--- config.mk ---
export PLATFORM = sky130hd
export DESIGN_NAME = fetch_sequencer
export DESIGN_NICKNAME = d
export VERILOG_FILES = /design/src/rtl/fetch_sequencer.sv
export SDC_FILE = /design/constraint.sdc
export NUM_CORES = 1
export LEC_CHECK = 0
export CAP_MARGIN = 30
export CORE_UTILIZATION = 29
export CTS_BUF_LIST = sky130_fd_sc_hd__clkbuf_4
export DETAILED_ROUTE_END_ITERATION = 12
export DONT_BUFFER_PORTS = 1
export GPL_TIMING_DRIVEN = 0
export SYNTH_ARGS = -nofsm -noshare
export SYNTH_HDL_FRONTEND = slang
export SYNTH_SLANG_ARGS = --single-unit
--- constraint.sdc ---
create_clock -name clk -period 2.21 [get_ports clk]
set_input_delay 0.221 -clock clk [delete_from_list [all_inputs] [get_ports clk]]
set_output_delay 0.221 -clock clk [all_outputs]
set_load 0.03 [all_outputs]
--- src/rtl/fetch_sequencer.sv ---
// fetch_sequencer: owns the program counter and sequences the instruction
// fetch datapath between a synchronous 256x16 instruction memory and decode.
//
// Ports:
//   clk              clock, all state changes on posedge
//   reset            synchronous, active-high
//   start            pulse, begins fetching from pc when idle
//   redirect_valid   load redirect_target into pc, flush any in-flight fetch
//   redirect_target  new fetch address
//   mem_addr         instruction memory address (combinational, equals pc)
//   mem_rdata        memory read data, valid the cycle after mem_addr is sampled
//   instr_valid      instr_data/instr_pc hold a fetched instruction
//   instr_ready      decode accepts the instruction when high with instr_valid
//   instr_data       fetched instruction word (registered)
//   instr_pc         address instr_data came from (registered)
//   pc               current fetch address
//   busy             state decode: fetch in progress
//   halted           state decode: stopped on a halt opcode
//
// Optional feature: define FETCH_HALT_DETECT_EN to stop fetching after a
// delivered word whose opcode field [15:12] is 4'hF. Without it, halted is 0.

module fetch_sequencer (
    input  logic        clk,
    input  logic        reset,
    input  logic        start,
    input  logic        redirect_valid,
    input  logic [7:0]  redirect_target,
    output logic [7:0]  mem_addr,
    input  logic [15:0] mem_rdata,
    output logic        instr_valid,
    input  logic        instr_ready,
    output logic [15:0] instr_data,
    output logic [7:0]  instr_pc,
    output logic [7:0]  pc,
    output logic        busy,
    output logic        halted
);

    localparam int unsigned ADDR_W  = 8;
    localparam int unsigned INSTR_W = 16;

    typedef enum logic [2:0] {
        IDLE = 3'd0,
        REQ  = 3'd1,
        RESP = 3'd2,
        HOLD = 3'd3,
        HALT = 3'd4
    } state_t;

    state_t               state;
    state_t               state_next;
    logic [ADDR_W-1:0]    pc_next;
    logic [ADDR_W-1:0]    instr_pc_next;
    logic [INSTR_W-1:0]   instr_data_next;
    logic                 instr_valid_next;
    logic                 halt_pending;
    logic                 halt_pending_next;
    logic                 halt_word_c;

    // Halt opcode detection on the word returning from memory.
`ifdef FETCH_HALT_DETECT_EN
    assign halt_word_c = (mem_rdata[15:12] == 4'hF);
    assign halted      = (state == HALT);
`else
    assign halt_word_c = 1'b0;
    assign halted      = 1'b0;
`endif

    assign mem_addr = pc;
    assign busy     = (state == REQ) || (state == RESP) || (state == HOLD);

    // State and datapath registers.
    always_ff @(posedge clk) begin
        if (reset) begin
            state        <= IDLE;
            pc           <= '0;
            instr_valid  <= 1'b0;
            instr_data   <= '0;
            instr_pc     <= '0;
            halt_pending <= 1'b0;
        end else begin
            state        <= state_next;
            pc           <= pc_next;
            instr_valid  <= instr_valid_next;
            instr_data   <= instr_data_next;
            instr_pc     <= instr_pc_next;
            halt_pending <= halt_pending_next;
        end
    end

    // Next-state and datapath update; redirect overrides the normal flow.
    always_comb begin
        state_next        = state;
        pc_next           = pc;
        instr_valid_next  = instr_valid;
        instr_data_next   = instr_data;
        instr_pc_next     = instr_pc;
        halt_pending_next = halt_pending;

        case (state)
            IDLE: begin
                if (start) begin
                    state_next = REQ;
                end
            end
            REQ: begin
                state_next = RESP;
            end
            RESP: begin
                instr_data_next   = mem_rdata;
                instr_pc_next     = pc;
                instr_valid_next  = 1'b1;
                pc_next           = pc + ADDR_W'(1);
                halt_pending_next = halt_word_c;
                state_next        = HOLD;
            end
            HOLD: begin
                if (instr_ready) begin
                    instr_valid_next = 1'b0;
                    state_next       = halt_pending ? HALT : REQ;
                end
            end
            HALT: begin
                state_next = HALT;
            end
            default: begin
                state_next = IDLE;
            end
        endcase

        // In IDLE a redirect only sets the start address; elsewhere it
        // flushes the in-flight word and restarts fetching at the target.
        if (redirect_valid) begin
            pc_next = redirect_target;
            if (state != IDLE) begin
                state_next        = REQ;
                instr_valid_next  = 1'b0;
                instr_data_next   = instr_data;
                instr_pc_next     = instr_pc;
                halt_pending_next = 1'b0;
            end
        end
    end

endmodule

## Word-level counts from Yosys, hierarchy flattened

Cells that the tools add are included.

| storage, ports and cells | value |
|---|---|
| register bits | 37 |
| input bits | 29 |
| output and inout port bits | 43 |
| word-level logic and storage cells | 38 |

| cells by class | value |
|---|---|
| add/sub/neg operators | 1 |
| eq/ne operators | 5 |
| muxes and demuxes | 21 |
| reduce and logical (&&, ||, !) cells | 5 |

Operators with widths:

| kind | count |
|---|---|
| 16-bit two-way mux | 3 |
| 8-bit two-way mux | 5 |
| 3-bit two-way mux | 5 |
| 3-bit one-hot mux with 5 select lines | 1 |
| 8-bit by 1-bit adder with 8-bit output (second input constant) | 1 |
| 3-bit by 2-bit == test with 1-bit output (second input constant) | 2 |
| 1-bit two-way mux | 6 |
| 3-bit by 1-bit == test with 1-bit output (second input constant) | 1 |
| 3-bit == test (second input constant) | 1 |
| 3-bit zero test | 1 |
| 3-bit nonzero test | 1 |
| 1-bit logical OR | 2 |
| 2-bit != test (second input constant) | 1 |
| 1-bit one-hot mux with 2 select lines | 1 |
| 2-bit nonzero test | 1 |

## Depth between registers and ports, before layout

| depth | value |
|---|---|
| depth after elaboration | 5 |
| gate-level depth with buffers | 6 |
| mapped depth without buffers | 4 |

## Least setup slack after synthesis

OpenSTA, ideal clock, no wires.

| path | value |
|---|---|
| kind | register -> register |
| start | register state[0] |
| end | register instr_data[0] |
| library setup time | 0.132 ns |
| data arrival time | 1.573 ns |
| required time | 2.078 ns |
| path slack | 0.505 ns |
| stages on the path, launching flop included | 7 |
| buffers on the path | 3 |
| period minus slack after synthesis | 1.705 ns |
| cell sequence | dfxtp_1 > clkbuf_1 > or4b_2 > clkbuf_1 > clkbuf_1 > nand2_1 > a21oi_1 |

| between the ends | value |
|---|---|
| word-level cells in the longest chain between the ends | 4 |
| elaborated cells between the ends (all ways) | 6 |
| those cells by class | eq/ne (2); mux (3); reduce/logical (1) |

Ends and longest elaborated chain:

| element | RTL line | text |
|---|---|---|
| start: declaration | 51 | `state_t state;` |
| start signal: assignment | 83 | `state <= state_next;` |
| 3-bit by 2-bit == test with 1-bit output | 101 | `case (state)` |
| 16-bit two-way mux | 101 |  |
| 16-bit two-way mux | 136 | `if (state != IDLE) begin` |
| 16-bit two-way mux | 134 | `if (redirect_valid) begin` |
| end signal: assignment | 86 | `instr_data <= instr_data_next;` |
| end: declaration | 33 | `output logic [15:0] instr_data,` |

Several ways; a longest one is shown, not always the timed one. The select of a mux whose other input is x is not followed.
A chain may end at the register's enable or synchronous reset.

## Worst setup path after layout

| path | value |
|---|---|
| start | register state[0] |
| end | register instr_data[4] |

Same word-level chain as after synthesis.

==> reports/results.tsv <==
metric	value	unit
top cells by area, synth	dfxtp_1, nand2_1, a21oi_1	
Layout Cells excl Fill	296	
Die Area	5920	um2
worst hold stages	2	
Nets	255	
Cell Area, Placed	1720	um2
top cell type's share of synthesized area	0.455	
number of port buffers	0	
critical path arrival	2270	ps
Pins Over Slew Limit	0	
most frequent cells in the layout	nand2_1, dfxtp_1, a21oi_1	
hold slack	27.1	ps
Syn Area/Cell	8.06	um2
Vert. Die Dim	77.0	um
postcts setup bufs	0	
H-Tree Depth	2	
setup violators final	0	
Power, Total	1.40	mW
Clock Skew	14.4	ps
Worst path slowest cell	or4b_2	
first-pass GRT wire length	6700	um
overall routing resource usage	0.145	
nature of the critical path startpoint	flop	
fin crit share	0.926	
Non-Filler Cell Area, Final	1970	um2
Slew HR	0.594	
CP max stage delay	700	ps
Cell Chain, Critical Path	clkbuf_1 -> or4b_2 -> clkbuf_1 -> clkbuf_1 -> nand2_1 -> a21oi_1	
clock sink count	37	
switching share of power	0.289	
fmax	488	MHz
register bit total from synthesis	37	
DRT iter0 DRCs	62	
vias per cell	4.93	
P&R area growth vs syn	20.9	%
Final GP Congestion	0.737	
min Tclk post-route	2050	ps
CTS buffer count	5	
Clock power frac	0.342	
grt ovf	0	
Max Fanout on Critical Path	10	
Largest delay share family, worst path	simple AND/OR/NAND/NOR gates	
final hold vios	0	
setup_tns	0	ps
Seq/Total Area, Yosys	0.455	
CTS max path bufs	2	
Site Rows	26	
initial antenna violation count	0	
Pwr per Cell Area	712	nW/um2
RR Startpoint	state[0]$_SDFF_PP0_	
Core Util, Final	0.374	
max cap viols	0	
commonest non-fill, non-tap cell in the layout	nand2_1	
n_diodes	0	
post-synth cell types	37	
Flop pwr share	0.540	
Inst Count DP	272	
peak supply drop	253	uV
detailed placement HPWL	2900	um
worst skew pair latency	340	ps
Hold Crit Class	in -> reg	
Leak	0.663	nW
TritonCTS clock tree	done	
core box area	5270	um2
Reg2Reg Depth	6	
CP endpoint kind	flop	
vias	1459	
layout cells sized above 1	0.106	
status	complete, no violations	
starting density of the core	0.309	
antenna-violating nets left	0	
Syn Nets	232	
HP Start	redirect_target[1]	
worst slew pin tran	609	ps
CP Class	reg -> reg	
I/O Pins	72	
Synth warnings	0	
final setup margin	163	ps
drt total wl	4230	um
Synth area leader	dfxtp_1	
Root Driver	clkbuf_4	
Psw	0.406	mW
Pint	0.997	mW
unrepaired setup endpoints after global routing	no	
average routed wire per standard cell	14.3	um
reg-to-reg setup timing slack	160	ps
Buf+Inv Stages, Crit Path	3	
Die W	77.0	um
# DRC	0	
combinational fraction of design power	0.117	
FF-to-FF End	instr_data[4]$_SDFFE_PP0P_	
largest net degree at the start of global routing	14	
Critical Path RT	2440	ps
Hold Path Sink	mem_addr[1]$_SDFFE_PP0P_	
crit path launch	state[0]$_SDFF_PP0_	
number of global-route vias before repair	1328	
CP dominant cell by count	clkbuf_1	
Mapped Area	1630	um2
Place WS	199	ps
Cells after Synth	202	
drt pass-1 iters	4	
Reg clk slew, reported paths	120	ps
==> how the worst max path moves through the flow <==
stage	slack [ps]	cells after the start	to
2_1_floorplan	500	6	instr_data[0]$_SDFFE_PP0P_
3_3_place_gp	230	6	instr_pc[4]$_SDFFE_PP0P_
3_5_place_dp	200	6	instr_data[4]$_SDFFE_PP0P_
4_1_cts	190	6	instr_data[4]$_SDFFE_PP0P_
5_1_grt	9	6	instr_data[0]$_SDFFE_PP0P_
6_report	160	6	instr_data[4]$_SDFFE_PP0P_
==> final cells by class <==
cell class	instances	area (um2)
multi-input combinational	140	767
fill	552	3300
timing repair buffer	16	160
clock buffer	5	37.5
clock inverter	3	46.3
inverter	1	3.75
sequential	37	741
buffer	24	126
tap	70	87.6
==> routing by layer <==
layer,part of all wire,vias up,wire length (um),global-route usage
met4,0.013,0,54,0.0577
li1,-,736,-,-
met3,0.069,4,292,0.0500
met2,0.44,47,1860,0.218
met1,0.48,672,2020,0.188
met5,0,-,0,0
==> cell usage after synthesis, drive strengths merged <==
cell type / count
nand4: 1
nor2b: 4
and3b: 1
or3b: 1
o21bai: 1
a21oi: 26
clkbuf: 11
o31ai: 2
nand3: 4
and4bb: 1
dfxtp: 37
inv: 1
nor3b: 1
and4: 1
a21bo: 1
a211oi: 3
and3: 1
xnor2: 2
a22oi: 1
and4b: 1
conb: 1
a211o: 1
o21ai: 4
nor3: 1
buf: 13
a311oi: 6
or4b: 2
nor4b: 3
ha: 1
nor2: 11
or3: 2
nand2: 52
o211ai: 2
or4: 2
==> sequential cells by signal, indices dropped and copies added (netlist names) <==
register and flops:
halt_pending 1, mem_addr 8, instr_data 16, instr_valid 1, instr_pc 8, state 3
==> power by group through the flow <==
stage / Sequential, mW / Combinational (mW) / Clock, mW
after global routing: 0.763 / 0.179 / 0.538
final: 0.758 / 0.165 / 0.480
after global placement: 0.773 / 0.139 / 0
after floorplan: 0.762 / 0.120 / 0
after CTS: 0.758 / 0.163 / 0.508
after detailed placement: 0.774 / 0.140 / 0
==> timing repair <==
item	4_1_cts	5_1_grt
endpoints found under the hold margin	16	0
hold buffers	16	0
gates resized for setup	0	1
endpoints found under the setup margin	0	1
==> logic make-up after synthesis <==
group / Yosys count / synth area share
buffers and inverters: 25 / 0.0799
adder cells (fa/ha/maj): 1 / 0.00768
XOR/XNOR: 2 / 0.0108
AO/OA/AOI/OAI: 47 / 0.177
flip-flops: 37 / 0.455
AND/OR/NAND/NOR: 89 / 0.267
other: 1 / 0.00230
(Power assumes the default switching activity.)
